--- src/rtl/wb_sequencer.sv ---
// wb_sequencer: register-file write-back sequencer with a one-time post-reset stack-pointer write.
// Define WB_RR_ARB_EN for round-robin arbitration; the default build uses fixed priority (lowest index).
module wb_sequencer #(
  parameter logic [4:0] SP_INDEX = 5'd29,
  parameter logic [3:0] SP_SEL   = 4'b1000
) (
  input  logic        clk,
  input  logic        reset,
  input  logic        wb_enable,
  input  logic [7:0]  req,
  input  logic [39:0] dest_bus,
  output logic [7:0]  ack,
  output logic [3:0]  datasrc_sel,
  output logic [4:0]  reg_dst,
  output logic        reg_write,
  output logic        init_done
);
  typedef enum logic [1:0] {INIT, IDLE, WRITE} state_t;
  state_t      state;
  logic        sp_wr;
  logic [2:0]  win, lo;
  logic [7:0]  cand;
  logic [4:0]  dest [8];
`ifdef WB_RR_ARB_EN
  logic [2:0]  last, start;
  logic [15:0] dbl;
  // rotate req so the search always begins at bit 0, then undo the rotation
  always_comb begin
    start = last + 3'd1;
    dbl = {req, req} >> start;
    cand = dbl[7:0];
  end
  assign win = lo + start;
`else
  assign cand = req;
  assign win = lo;
`endif
  always_comb begin
    lo = 3'd0;
    for (int i = 7; i >= 0; i--) if (cand[i]) lo = 3'(i);
  end
  always_comb for (int i = 0; i < 8; i++) dest[i] = dest_bus[5*i +: 5];
  always_ff @(posedge clk or negedge reset)
    if (!reset) begin
      state <= INIT;
      ack <= '0;
      datasrc_sel <= '0;
      reg_dst <= '0;
      reg_write <= 1'b0;
      init_done <= 1'b0;
      sp_wr <= 1'b0;
`ifdef WB_RR_ARB_EN
      last <= 3'd7;
`endif
    end else
      case (state)
        INIT: begin
          state <= WRITE;
          datasrc_sel <= SP_SEL;
          reg_dst <= SP_INDEX;
          reg_write <= 1'b1;
          ack <= '0;
          sp_wr <= 1'b1;
        end
        IDLE:
          if (wb_enable && |req) begin
            state <= WRITE;
            datasrc_sel <= {1'b0, win};
            reg_dst <= dest[win];
            // writes to $zero still ack but never strobe the register file
            reg_write <= |dest[win];
            ack <= 8'd1 << win;
            sp_wr <= 1'b0;
`ifdef WB_RR_ARB_EN
            last <= win;
`endif
          end else begin
            ack <= '0;
            reg_write <= 1'b0;
          end
        default: begin
          state <= IDLE;
          ack <= '0;
          reg_write <= 1'b0;
          sp_wr <= 1'b0;
          if (sp_wr) init_done <= 1'b1;
        end
      endcase
endmodule
--- config.mk ---
export PLATFORM = sky130hd
export DESIGN_NAME = wb_sequencer
export DESIGN_NICKNAME = d
export VERILOG_FILES = /design/src/rtl/wb_sequencer.sv
export SDC_FILE = /design/constraint.sdc
export NUM_CORES = 1
export LEC_CHECK = 0
export BUFFER_PORTS_ARGS = -buffer_cell sky130_fd_sc_hd__buf_2
export CAP_MARGIN = 0
export CORE_AREA = 2 2 55 57
export DETAILED_ROUTE_END_ITERATION = 8
export DIE_AREA = 0 0 57 59
export HOLD_SLACK_MARGIN = 0.05
export PLACE_DENSITY = 0.92
export SLEW_MARGIN = 20
export SYNTH_ARGS = -nofsm -noshare
export SYNTH_HDL_FRONTEND = slang
export SYNTH_SLANG_ARGS = --single-unit
--- constraint.sdc ---
create_clock -name clk -period 2.75 [get_ports clk]
set_clock_uncertainty 0.1 [all_clocks]
set_input_delay 0.275 -clock clk [delete_from_list [all_inputs] [get_ports clk]]
set_output_delay 0.275 -clock clk [all_outputs]
set_load 0.03 [all_outputs]
# Word-level counts from Yosys, hierarchy flattened
# Cells that the tools add are included.
[totals]
reg_bits = 22
latch_bits = 0
ram_bits = 0
rom_bits = 0
input_bits = 51
out_inout_bits = 19
word_cells = 44
mem_count = 0
[op_classes]
add_sub_neg = 0
n_mul = 0
n_div = 0
n_lt_le_gt_ge = 1
eq_ne = 2
n_shift = 1
mux = 23
bitwise = 2
reduce_logical = 8
[ops]
columns = ["cell", "count"]
rows = [
  ["$mux 3", 8],
  ["$mux 8", 2],
  ["$bmux 5 s3", 1],
  ["$mux 5", 3],
  ["$pmux 5 s2", 1],
  ["$pmux 4 s2", 1],
  ["$reduce_or 8->1", 1],
  ["$shl 1x3->8 const A", 1],
  ["$reduce_or 5->1", 1],
  ["$ge 4x4->1 const B", 1],
  ["$mux 4", 1],
  ["$not 3->4", 1],
  ["$pmux 1 s2", 2],
  ["$pmux 2 s2", 1],
  ["$reduce_and 2->1", 2],
  ["$eq 2x1->1 const B", 1],
  ["$logic_not 2->1", 1],
  ["$mux 1", 2],
  ["$mux 2", 1],
  ["$ne 2x2->1 const B", 1],
  ["$reduce_bool 2->1", 1],
  ["$reduce_or 2->1", 1],
  ["$logic_and 1x1->1", 1],
  ["$not 1->1", 1],
]

# Longest topological paths before layout
# Gate-level depths: netlist of run 1.
[depth]
word_depth = 15
depth_mapped = 7
depth_no_buf = 6

# Worst setup path after synthesis of run 1
# Ideal clock, no wire load.
[synth_path]
path_kind = "in2reg"
start = "input port req[0]"
end = "register reg_write"
setup_time_ps = 131
t_arrival_ps = 1629
required_ps = 2519
path_slack_ps = 890
cell_stages = 7
cell_sequence = "clkbuf_1 > or2_2 > o22a_1 > a222oi_1 > a2bb2oi_1 > and2_1 > a31oi_1"
[synth_via]
elab_chain_len = 8
elab_cells_between_ends = 10
cone_classes = "mux (6); bitwise (1); reduce/logical (3)"
[synth_rtl]
columns = ["item", "line_no", "rtl"]
rows = [
  ["start: declaration", "10", "input logic [7:0] req,"],
  ["$mux 3", "40", "for (int i = 7; i >= 0; i--) if (cand[i]) lo = 3'(i);"],
  ["$not 3->4 (implied by the code)", "71", "reg_write <= |dest[win];"],
  ["$bmux 5 s3", "71", ""],
  ["$mux 5 (implied by the code) (2 in a row)", "71", ""],
  ["$reduce_or 5->1", "71", ""],
  ["$mux 1 (*)", "66", "if (wb_enable && |req) begin"],
  ["$pmux 1 s2 (*)", "56", "case (state)"],
  ["end signal: assignment", "71", ""],
  ["end: declaration", "15", "output logic reg_write,"],
]
# Every way passes the cells marked *; elsewhere a longest branch is shown, timed or not. The select of a mux whose other input is x is not followed.
# A chain may end at the register's enable or synchronous reset.

# Worst setup path after layout of run 1
[layout_path]
start = "input port req[5]"
end = "register reg_write"
[layout_via]
elab_chain_len = 13
elab_cells_between_ends = 15
cone_classes = "mux (11); bitwise (1); reduce/logical (3)"
[layout_rtl]
columns = ["item", "line_no"]
rows = [
  ["$mux 3 (6 in a row)", "40"],
  ["$not 3->4 (implied by the code)", "71"],
  ["$bmux 5 s3", "71"],
  ["$mux 5 (implied by the code) (2 in a row)", "71"],
  ["$reduce_or 5->1", "71"],
  ["$mux 1 (*)", "66"],
  ["$pmux 1 s2 (*)", "56"],
]
# Marks and branches as above.

==> results of run 1 <==
## cell families (layout without fill, tap and decap cells)
family                 Yosys count  after routing  synth area share (%)
and+or+nand+nor                 61             61                  24.6
AOI/OAI and AO/OA               40             40                  22.6
DFF                             22             22                  44.8
buffers and inverters            9             80                  2.85
muxes                            5              5                  5.09
## where the power goes
part | total, mW | switching [mW] | internal, mW
sequential | 0.451 | 0.0464 | 0.405
combinational | 0.460 | 0.302 | 0.157
clock | 0.137 | 0.0857 | 0.0510
total | 1.05 | 0.434 | 0.613
## through the flow
step / cells / hold WS, ns / worst slack, ns / power [mW]
6_report: 239 / 0.144 / 0.812 / 1.05
5_1_grt: 239 / 0.169 / 0.724 / 1.12
4_1_cts: 239 / 0.146 / 0.825 / 1.05
3_5_place_dp: 235 / 0.154 / 0.508 / 0.917
3_3_place_gp: 235 / 0.145 / 0.608 / 0.905
2_1_floorplan: 137 / -0.121 / 0.890 / 0.754
## Yosys cell counts, types with 2 or more instances
library cell	instances	area share, %
dfrtp_1	22	45
nor2_1	20	6.1
nand2_1	12	3.7
a21oi_1	10	4.1
nand3_1	9	3.7
o21ai_0	6	2.4
inv_1	5	1.5
a221oi_1	4	2.9
mux2i_1	4	3.3
nand4_1	3	1.5
nor3_1	3	1.2
o221ai_1	3	2.1
and2_1	2	1.0
clkbuf_1	2	0.61
nand2b_1	2	1.0
o21a_1	2	1.2
o22a_1	2	1.4
o22ai_1	2	1.0
or2_2	2	1.0
## flip-flops by register name, indices dropped and copies added, names as in the netlist
register / flops
ack: 8
datasrc_sel: 4
init_done: 1
reg_dst: 5
reg_write: 1
sp_wr: 1
state: 2
## worst reg2reg max path: cells and delay by family, from the launching register on
family / cells / cell delay, ns
and+or+nand+nor: 3 / 1.06
DFF: 1 / 0.42
## metal layers
layer	wire length (um)	part of all wire, %	vias to the layer above	GRT usage, %
met4	145	4.2	0	9.63
met3	317	9.1	16	2.84
met2	1660	48	86	36.5
met1	1350	39	621	25.4
met5	0	0	-	0
li1	-	-	661	-
## layout make-up
type	instances	area, um^2
clock buffer	3	22.5
fill	248	1070
inverter	5	18.8
multi-input combinational	106	643
sequential	22	551
tap	31	38.8
timing repair buffer	72	370
## repair_timing
item | 4_1_cts | 5_1_grt
hold buffers | 1 | 0
hold endpoints to repair | 22 | 0
endpoints found under the setup margin | 0 | 0
## how the worst max path moves through the flow
stage,to
floorplan,reg_write
global placement,reg_write
detailed placement,reg_write
CTS,reg_write
global route,reg_write
finish,reg_write
## placed cells by master (no fill, tap or decap), drive strengths merged, types with 3 or more instances in the layout
master	count
nand4	3
o21ai	6
nor2	20
mux2i	4
buf	71
dfrtp	22
o221ai	3
nand2	12
inv	5
a21oi	10
a221oi	4
nor3	4
nand3	10
clkbuf	3
or2	3
==> results.yml, run 1 <==
layout:
  antenna_cells: 0
  fin_util_pct: 60.7
  syn2layout_area_growth_pct: 33.8
  layout.nets: 261
  final_layout_size_suffix_gt1_share_pct: 38.5
  final_area_mm2: 0.00164
die:
  die-width_um: 57
  num_rows: 19
  io_pins: 70
  dieHeight_um: 59
  core_area_mm2: 0.00271
  die_area_mm2: 0.00336
  start_util_pct: 45.3
critical_path:
  critPathLaunchType: "input port"
  worst-path-stages: 7
  worstPathArrival_ns: 2.02
  end_kind: "register"
  critPathSlowestCell: "mux4_2"
  critical_path.startpoint: "req[5]"
  r2r-end: "ack[7]"
  cp_data_required_time_ns: 2.83
  path_cells: "buf_2, nor2_1, a221o_1, mux4_2, a2bb2oi_1, and2_1, a31oi_1"
  critPathMaxStageDelay_ns: 0.58
  ff2ff_setup_slack_ns: 1.07
  crit_family: "compound AO/OA/AOI/OAI gates"
  rr_worst_depth: 3
  crit_path_max_fanout: 12
  worstSetupPathType: "in -> reg"
  r2r-start: "state[1]"
  path_buf_inv: 1
timing:
  final.setup.tns_ns: 0
  min_period_over_period_pct: 70.5
  min_period_ns: 1.94
  finalHoldViolCount: 0
  setup_viol: 0
  rsz0062_at_grt: "no"
  max_freq_mhz: 516
  slew_viol_final: 0
  worst_pin_slew_ns: 0.556
  slew_headroom_pct: 62.9
global_route:
  gr-usage-all-layers_pct: 20.7
  antenna_found_initial: 0
  grt_pass1_vias: 1288
  grt_first_pass_wirelength_mm: 5.49
  grt_max_degree: 23
  grt_overflow: 0
synth:
  ys_async_sr_fraction_pct: 100
  ys_seq_area_share_pct: 44.8
  syn-num-nets: 188
  synth-main-ff-cell: "dfrtp_1"
  syn_area_mm2: 0.00123
  synthCells: 137
  synth_edf_count: 0
  yosysWarnings: 0
  syn_avg_cell_area_um2: 8.97
  ys_ff_latch: 22
  ys_types: 41
power_and_ir_drop:
  ir_drop_mv: 0.349
  power_leakage_nw: 0.837
  powerDensity_mw_per_mm2: 637
routing:
  drc_errors: 0
  routed_via_density: 5.79
  routed-via-count: 1384
  first_pass_iters: 5
  drtIter0Drc: 62
  wirelength_mm: 3.47
  ant_nets: 0
  drt-wirelength-per-cell_um: 14.5
clock_tree:
  clock_sinks: 22
  cts_tree: "done"
  cts_root_buf: "clkbuf_4"
  h-tree-depth: 1
  numCtsBuffers: 3
  clock_path_buffers: 2
  clkTransAtPathRegs_ns: 0.11
  postCtsSetupRepairBufs: 0
  cts_resized: 0
  clk_latency_ns: 0.29
placement:
  dpl_cell_area_mm2: 0.00161
  gp_congestion: 0.868
  io_buffers: 69
  dp_hpwl_mm: 2.93
run:
  cap_violations: 0
min_path:
  holdCritStartpoint: "wb_enable"
  holdPathEnd: "sp_wr"
  whs_path_depth: 4
  hold_path.class: "in -> reg"
run_status:
  status: "completed"
No activity file was read; power rests on OpenSTA's default activity.
==> inputs of run 2 (changes only) <==
--- a/config.mk
+++ b/config.mk
@@ -7,11 +7,11 @@
 export LEC_CHECK = 0
 export BUFFER_PORTS_ARGS = -buffer_cell sky130_fd_sc_hd__buf_2
 export CAP_MARGIN = 0
-export CORE_AREA = 2 2 55 57
+export CORE_AREA = 2 2 60 62
 export DETAILED_ROUTE_END_ITERATION = 8
-export DIE_AREA = 0 0 57 59
+export DIE_AREA = 0 0 62 64
 export HOLD_SLACK_MARGIN = 0.05
-export PLACE_DENSITY = 0.92
+export PLACE_DENSITY = 0.83
 export SLEW_MARGIN = 20
 export SYNTH_ARGS = -nofsm -noshare
 export SYNTH_HDL_FRONTEND = slang
==> constraint.sdc (replaced) <==
create_clock -name clk -period 1.75 [get_ports clk]
set_clock_uncertainty 0.1 [all_clocks]
set_input_delay 0.175 -clock clk [delete_from_list [all_inputs] [get_ports clk]]
set_output_delay 0.175 -clock clk [all_outputs]
set_load 0.03 [all_outputs]
==> results.yml, run 2 (synthesized netlist as in run 1, its figures left out) <==
timing:
  slew_headroom_pct: 65.1
  worst_pin_slew_ns: 0.517
  rsz0062_at_grt: "no"
  setup_viol: 0
  finalHoldViolCount: 0
  slew_viol_final: 0
  min_period_over_period_pct: 93.0
  max_freq_mhz: 614
  min_period_ns: 1.63
layout:
  final_area_mm2: 0.00185
  reg_top3: "ack x8, reg_dst x5, datasrc_sel x4"
  antenna_cells: 0
  top_register: "ack"
  layout.nets: 285
  multi_input_area_um2: 643
  fin_util_pct: 56.2
  seq_area_um2: 551
  final_cell_count_no_fill: 278
  layout_commonest_cell: "buf_2"
  largest_register_ffs: 8
  fillers: 330
  syn2layout_area_growth_pct: 50.2
  final_cell_mix: "buf_2, buf_4, dfrtp_1, nor2_1, nand2_1"
  final_layout_size_suffix_gt1_share_pct: 44.4
global_route:
  grt_overflow: 0
  grt_pass1_vias: 1369
  antenna_found_initial: 0
  grt_max_degree: 23
  grt_first_pass_wirelength_mm: 5.82
  gr-usage-all-layers_pct: 19.2
clock_tree:
  numCtsBuffers: 3
  cts_root_buf: "clkbuf_4"
  cts_tree: "done"
  clock_path_buffers: 2
  h-tree-depth: 1
  clock_sinks: 22
  clk_latency_ns: 0.30
  postCtsSetupRepairBufs: 0
  clkTransAtPathRegs_ns: 0.11
placement:
  gp_congestion: 0.852
  dp_cells: 273
  dpl_cell_area_mm2: 0.00180
  io_buffers: 69
  dp_hpwl_mm: 2.90
critical_path:
  worstPathArrival_ns: 1.76
  path_cells: "buf_2, nor4b_1, o21a_1, a221oi_1, a2bb2oi_1, and2_1, a31oi_1"
  critPathLaunchType: "input port"
  critPathSlowestCell: "nor4b_1"
  end_kind: "register"
  worstSetupPathType: "in -> reg"
  critPathMaxStageDelay_ns: 0.50
  cp_data_required_time_ns: 1.88
  crit_path_max_fanout: 7
routing:
  drc_errors: 0
  first_pass_iters: 4
  wirelength_mm: 3.42
  ant_nets: 0
  drt-wirelength-per-cell_um: 12.3
  routed_via_density: 5.02
  routed-via-count: 1396
  drtIter0Drc: 54
power_and_ir_drop:
  ir_drop_mv: 0.318
  total_power_mw: 1.71
  powerDensity_mw_per_mm2: 928
  power_leakage_nw: 0.950
die:
  num_rows: 21
  start_util_pct: 37.4
  dieHeight_um: 64
  die_area_mm2: 0.00397
  die-width_um: 62
  core_area_mm2: 0.00328
  io_pins: 70
min_path:
  hold_path.class: "in -> reg"
run:
  cap_violations: 0
run_status:
  status: "completed"
[run 2: metrics by stage]
stage          worst slack (ns)  hold slack, ns  setup TNS [ns]
3_5_place_dp             -0.144          0.0520          -0.535
4_1_cts                   0.188           0.170               0
6_report                  0.122           0.176               0
5_1_grt                 0.00872           0.198               0
3_3_place_gp             -0.126          0.0456           -1.04
2_1_floorplan           0.00343          -0.221               0
[run 2: power breakdown]
part,internal (mW),switching (mW)
Sequential,0.636,0.0692
Clock,0.0803,0.137
Combinational,0.305,0.485
[run 2: area by class of cell]
| type | instances | share of cell area [%] |
|---|---|---|
| Clock buffer | 3 | 1.22 |
| Inverter | 5 | 1.02 |
| Multi-Input combinational cell | 106 | 34.8 |
| Sequential cell | 22 | 29.8 |
| Tap cell | 46 | 3.12 |
| Timing Repair Buffer | 96 | 30.0 |
[run 2: per-layer routing]
metal / up-vias / share of wire [%] / track usage [%]
met5: - / 0 / 0
met3: 4 / 9.0 / 3.24
met2: 71 / 45 / 31.6
met4: 0 / 1.2 / 6.38
met1: 619 / 44 / 24.8
li1: 702 / - / -
[run 2: worst paths after layout]
path / start / end / slack (ns) / cells past startpoint
worst max-delay path: req[3] / reg_write / 0.12 / 7
worst min register to register: init_done / init_done / 0.37 / 1
min in group asynchronous: reset / ack[0] / 0.25 / 2
max in group asynchronous: reset / datasrc_sel[3] / 0.99 / 2
worst max register to register: state[1] / ack[7] / 0.22 / 3
worst min-delay path: req[0] / datasrc_sel[0] / 0.18 / 4
[run 2: critical path: cells and delay by family]
kind	cells	cell delay (ns)
buffers and inverters	1	0.12
AO/OA/AOI/OAI	4	0.80
AND/OR/NAND/NOR	2	0.65
[run 2: repair_timing]
| item | CTS | global route |
|---|---|---|
| hold endpoints to repair | 23 | 0 |
| hold buffers | 2 | 0 |
| resized for setup | 0 | 0 |
==> inputs of run 3 (changes only) <==
--- a/config.mk
+++ b/config.mk
@@ -5,13 +5,15 @@
 export SDC_FILE = /design/constraint.sdc
 export NUM_CORES = 1
 export LEC_CHECK = 0
+export ABC_AREA = 1
 export BUFFER_PORTS_ARGS = -buffer_cell sky130_fd_sc_hd__buf_2
 export CAP_MARGIN = 0
-export CORE_AREA = 2 2 60 62
+export CORE_AREA = 2 2 59 61
 export DETAILED_ROUTE_END_ITERATION = 8
-export DIE_AREA = 0 0 62 64
+export DIE_AREA = 0 0 61 63
 export HOLD_SLACK_MARGIN = 0.05
-export PLACE_DENSITY = 0.83
+export PLACE_DENSITY = 0.89
+export SETUP_SLACK_MARGIN = 0.1
 export SLEW_MARGIN = 20
 export SYNTH_ARGS = -nofsm -noshare
 export SYNTH_HDL_FRONTEND = slang
==> constraint.sdc (replaced) <==
create_clock -name clk -period 1.7 [get_ports clk]
set_clock_uncertainty 0.1 [all_clocks]
set_input_delay 0.17 -clock clk [delete_from_list [all_inputs] [get_ports clk]]
set_output_delay 0.17 -clock clk [all_outputs]
set_load 0.03 [all_outputs]
==> results.yml, run 3 <==
run:
  cap_violations: 0
die:
  die_area_mm2: 0.00384
  num_rows: 21
  dieHeight_um: 63
  io_pins: 70
  start_util_pct: 43.8
  die-width_um: 61
  core_area_mm2: 0.00323
timing:
  max_freq_mhz: 685
  min_period_ns: 1.46
  slew_headroom_pct: 69.9
  rsz0062_at_grt: "no"
  finalHoldViolCount: 0
  setup_viol: 0
  whs_ns: 0.0962
  slew_viol_final: 0
  fin_ws_ns: 0.239
  min_period_over_period_pct: 85.9
  final.setup.tns_ns: 0
  worst_pin_slew_ns: 0.451
critical_path:
  rr_worst_depth: 7
  crit_top_cell: "nor2_4"
  cp_data_required_time_ns: 1.78
  critPathMaxStageDelay_ns: 0.41
  end_kind: "register"
  worstSetupPathType: "reg -> reg"
  crit_path_max_fanout: 8
  path_cells: "nor2_1, inv_1, nor2_4, nor2_4, buf_4, nand2_1, o21ai_0"
  critPathLaunchType: "register"
  critPathSlowestCell: "dfrtp_1"
  worstPathArrival_ns: 1.54
synth:
  synth_top_area_cell: "dfrtp_1"
  synth_common_cells: "nand2_1, nor2_1, nand3_1"
  syn_area_mm2: 0.00142
  ys_ff_latch: 22
  synth_edf_count: 0
  synth-main-ff-cell: "dfrtp_1"
  synth_top_area_share_pct: 38.9
  yosysWarnings: 0
  yosysMostFrequentCell: "nand2_1"
  ys_async_sr_fraction_pct: 100
  syn_avg_cell_area_um2: 7.42
  yosys-top-cells-area: "dfrtp_1, nand3_1, nand2_1"
  synthCells: 191
  ys_types: 25
  ys_seq_area_share_pct: 38.9
  syn-num-nets: 242
power_and_ir_drop:
  power_leakage_nw: 1.06
  p_sw_mw: 0.791
  switching_share_pct: 42.3
  power_frac_comb_pct: 46.9
  powerDensity_mw_per_mm2: 989
  internal_power_mw: 1.08
  total_power_mw: 1.87
  clkPwrFrac_pct: 14.4
  p_seq_share_pct: 38.7
  ir_drop_mv: 0.371
min_path:
  hold_path.class: "in -> reg"
  whs_path_depth: 4
placement:
  gp_congestion: 0.845
  dp_slack_ns: 0.0263
  io_buffers: 69
  dp_hpwl_mm: 2.94
layout:
  top_register: "ack"
  fillers: 307
  antenna_cells: 0
  largest_register_ffs: 8
  layout_commonest_cell: "buf_2"
  fin_util_pct: 58.6
  final_layout_size_suffix_gt1_share_pct: 40.4
  syn2layout_area_growth_pct: 33.7
  final_cell_mix: "buf_2, nand2_1, nor2_1, nand3_1, inv_1"
  reg_top3: "ack x8, reg_dst x5, datasrc_sel x4"
  layout.nets: 319
routing:
  routed_via_density: 4.76
  drtIter0Drc: 85
  routed-via-count: 1491
  wirelength_mm: 3.47
  drt-wirelength-per-cell_um: 11.1
  drc_errors: 0
  first_pass_iters: 5
  ant_nets: 0
clock_tree:
  cts_root_buf: "clkbuf_4"
  clk_latency_ns: 0.29
  clock_path_buffers: 2
  h-tree-depth: 1
  postCtsSetupRepairBufs: 0
  cts_tree: "done"
  clkTransAtPathRegs_ns: 0.11
  clock_sinks: 22
  numCtsBuffers: 3
global_route:
  grt_overflow: 0
  gr-usage-all-layers_pct: 18.4
  grt_max_degree: 23
  grt_pass1_vias: 1327
  antenna_found_initial: 0
  grt_first_pass_wirelength_mm: 5.51
run_status:
  status: "completed"
## run 3: cell types whose count changed after synthesis, sizes merged, moves of 3 or more
| cell | change |
|---|---|
| a221oi | -4 |
| o221ai | -3 |
| mux2i | -4 |
| nand2 | +29 |
| inv | +26 |
| nand4 | +10 |
| nor2 | +16 |
| or2 | -3 |
| nand3 | +16 |
## run 3: timing repair
item | CTS | global route
resized for setup | 0 | 1
endpoints found under the setup margin | 0 | 5
hold endpoints to repair | 22 | 0
hold buffers | 1 | 0
## run 3: worst max-delay path: cells and delay by family (launching register included)
kind	cells	cell delay, ns
AO/OA/AOI/OAI	1	0.07
AND/OR/NAND/NOR	4	0.52
buffers and inverters	2	0.26
flip-flops	1	0.41
## run 3: kinds of logic after synthesis
family	after synthesis	synth area share (%)
and+or+nand+nor	120	43.9
buffers and inverters	34	10.2
AOI/OAI and AO/OA	15	7.07
DFF	22	38.9
## run 3: power by group through the flow
stage,clock (mW),sequential [mW],combinational (mW)
after global routing,0.296,0.739,0.968
final,0.269,0.725,0.877
after detailed placement,0,0.738,0.866
after floorplan,0,0.941,0.370
after global placement,0,0.734,0.849
after CTS,0.273,0.727,0.870
## run 3: final cells by class
cell class	count	area, um^2	area share (%)
multi-input combinational	135	727	38.4
tap	46	57.6	3.04
clock buffer	4	36.3	1.92
inverter	31	116	6.15
sequential	22	551	29.1
timing repair buffer	75	405	21.4
## run 3: per-stage QoR
| stage | cell area (um^2) | cells |
|---|---|---|
| floorplan | 1420 | 191 |
| global placement | 1840 | 308 |
| detailed placement | 1840 | 308 |
| CTS | 1890 | 313 |
| global route | 1890 | 313 |
| finish | 1890 | 313 |
## run 3: final timing paths
check | startpoint | endpoint | slack, ns
max | state[1] | datasrc_sel[1] | 0.24
min | req[0] | ack[7] | 0.1
max reg2reg | state[1] | datasrc_sel[1] | 0.24
min reg2reg | init_done | init_done | 0.38
max in group asynchronous | reset | reg_dst[2] | 0.94
min in group asynchronous | reset | ack[4] | 0.25
## run 3: per-layer routing
metal  up-vias  global-route usage [%]  routed length, um
met5         -                       0                  0
met4         0                    4.35                 29
met3         4                    1.86                250
met2        74                    31.6               1720
met1       643                    24.4               1470
li1        770                       -                  -
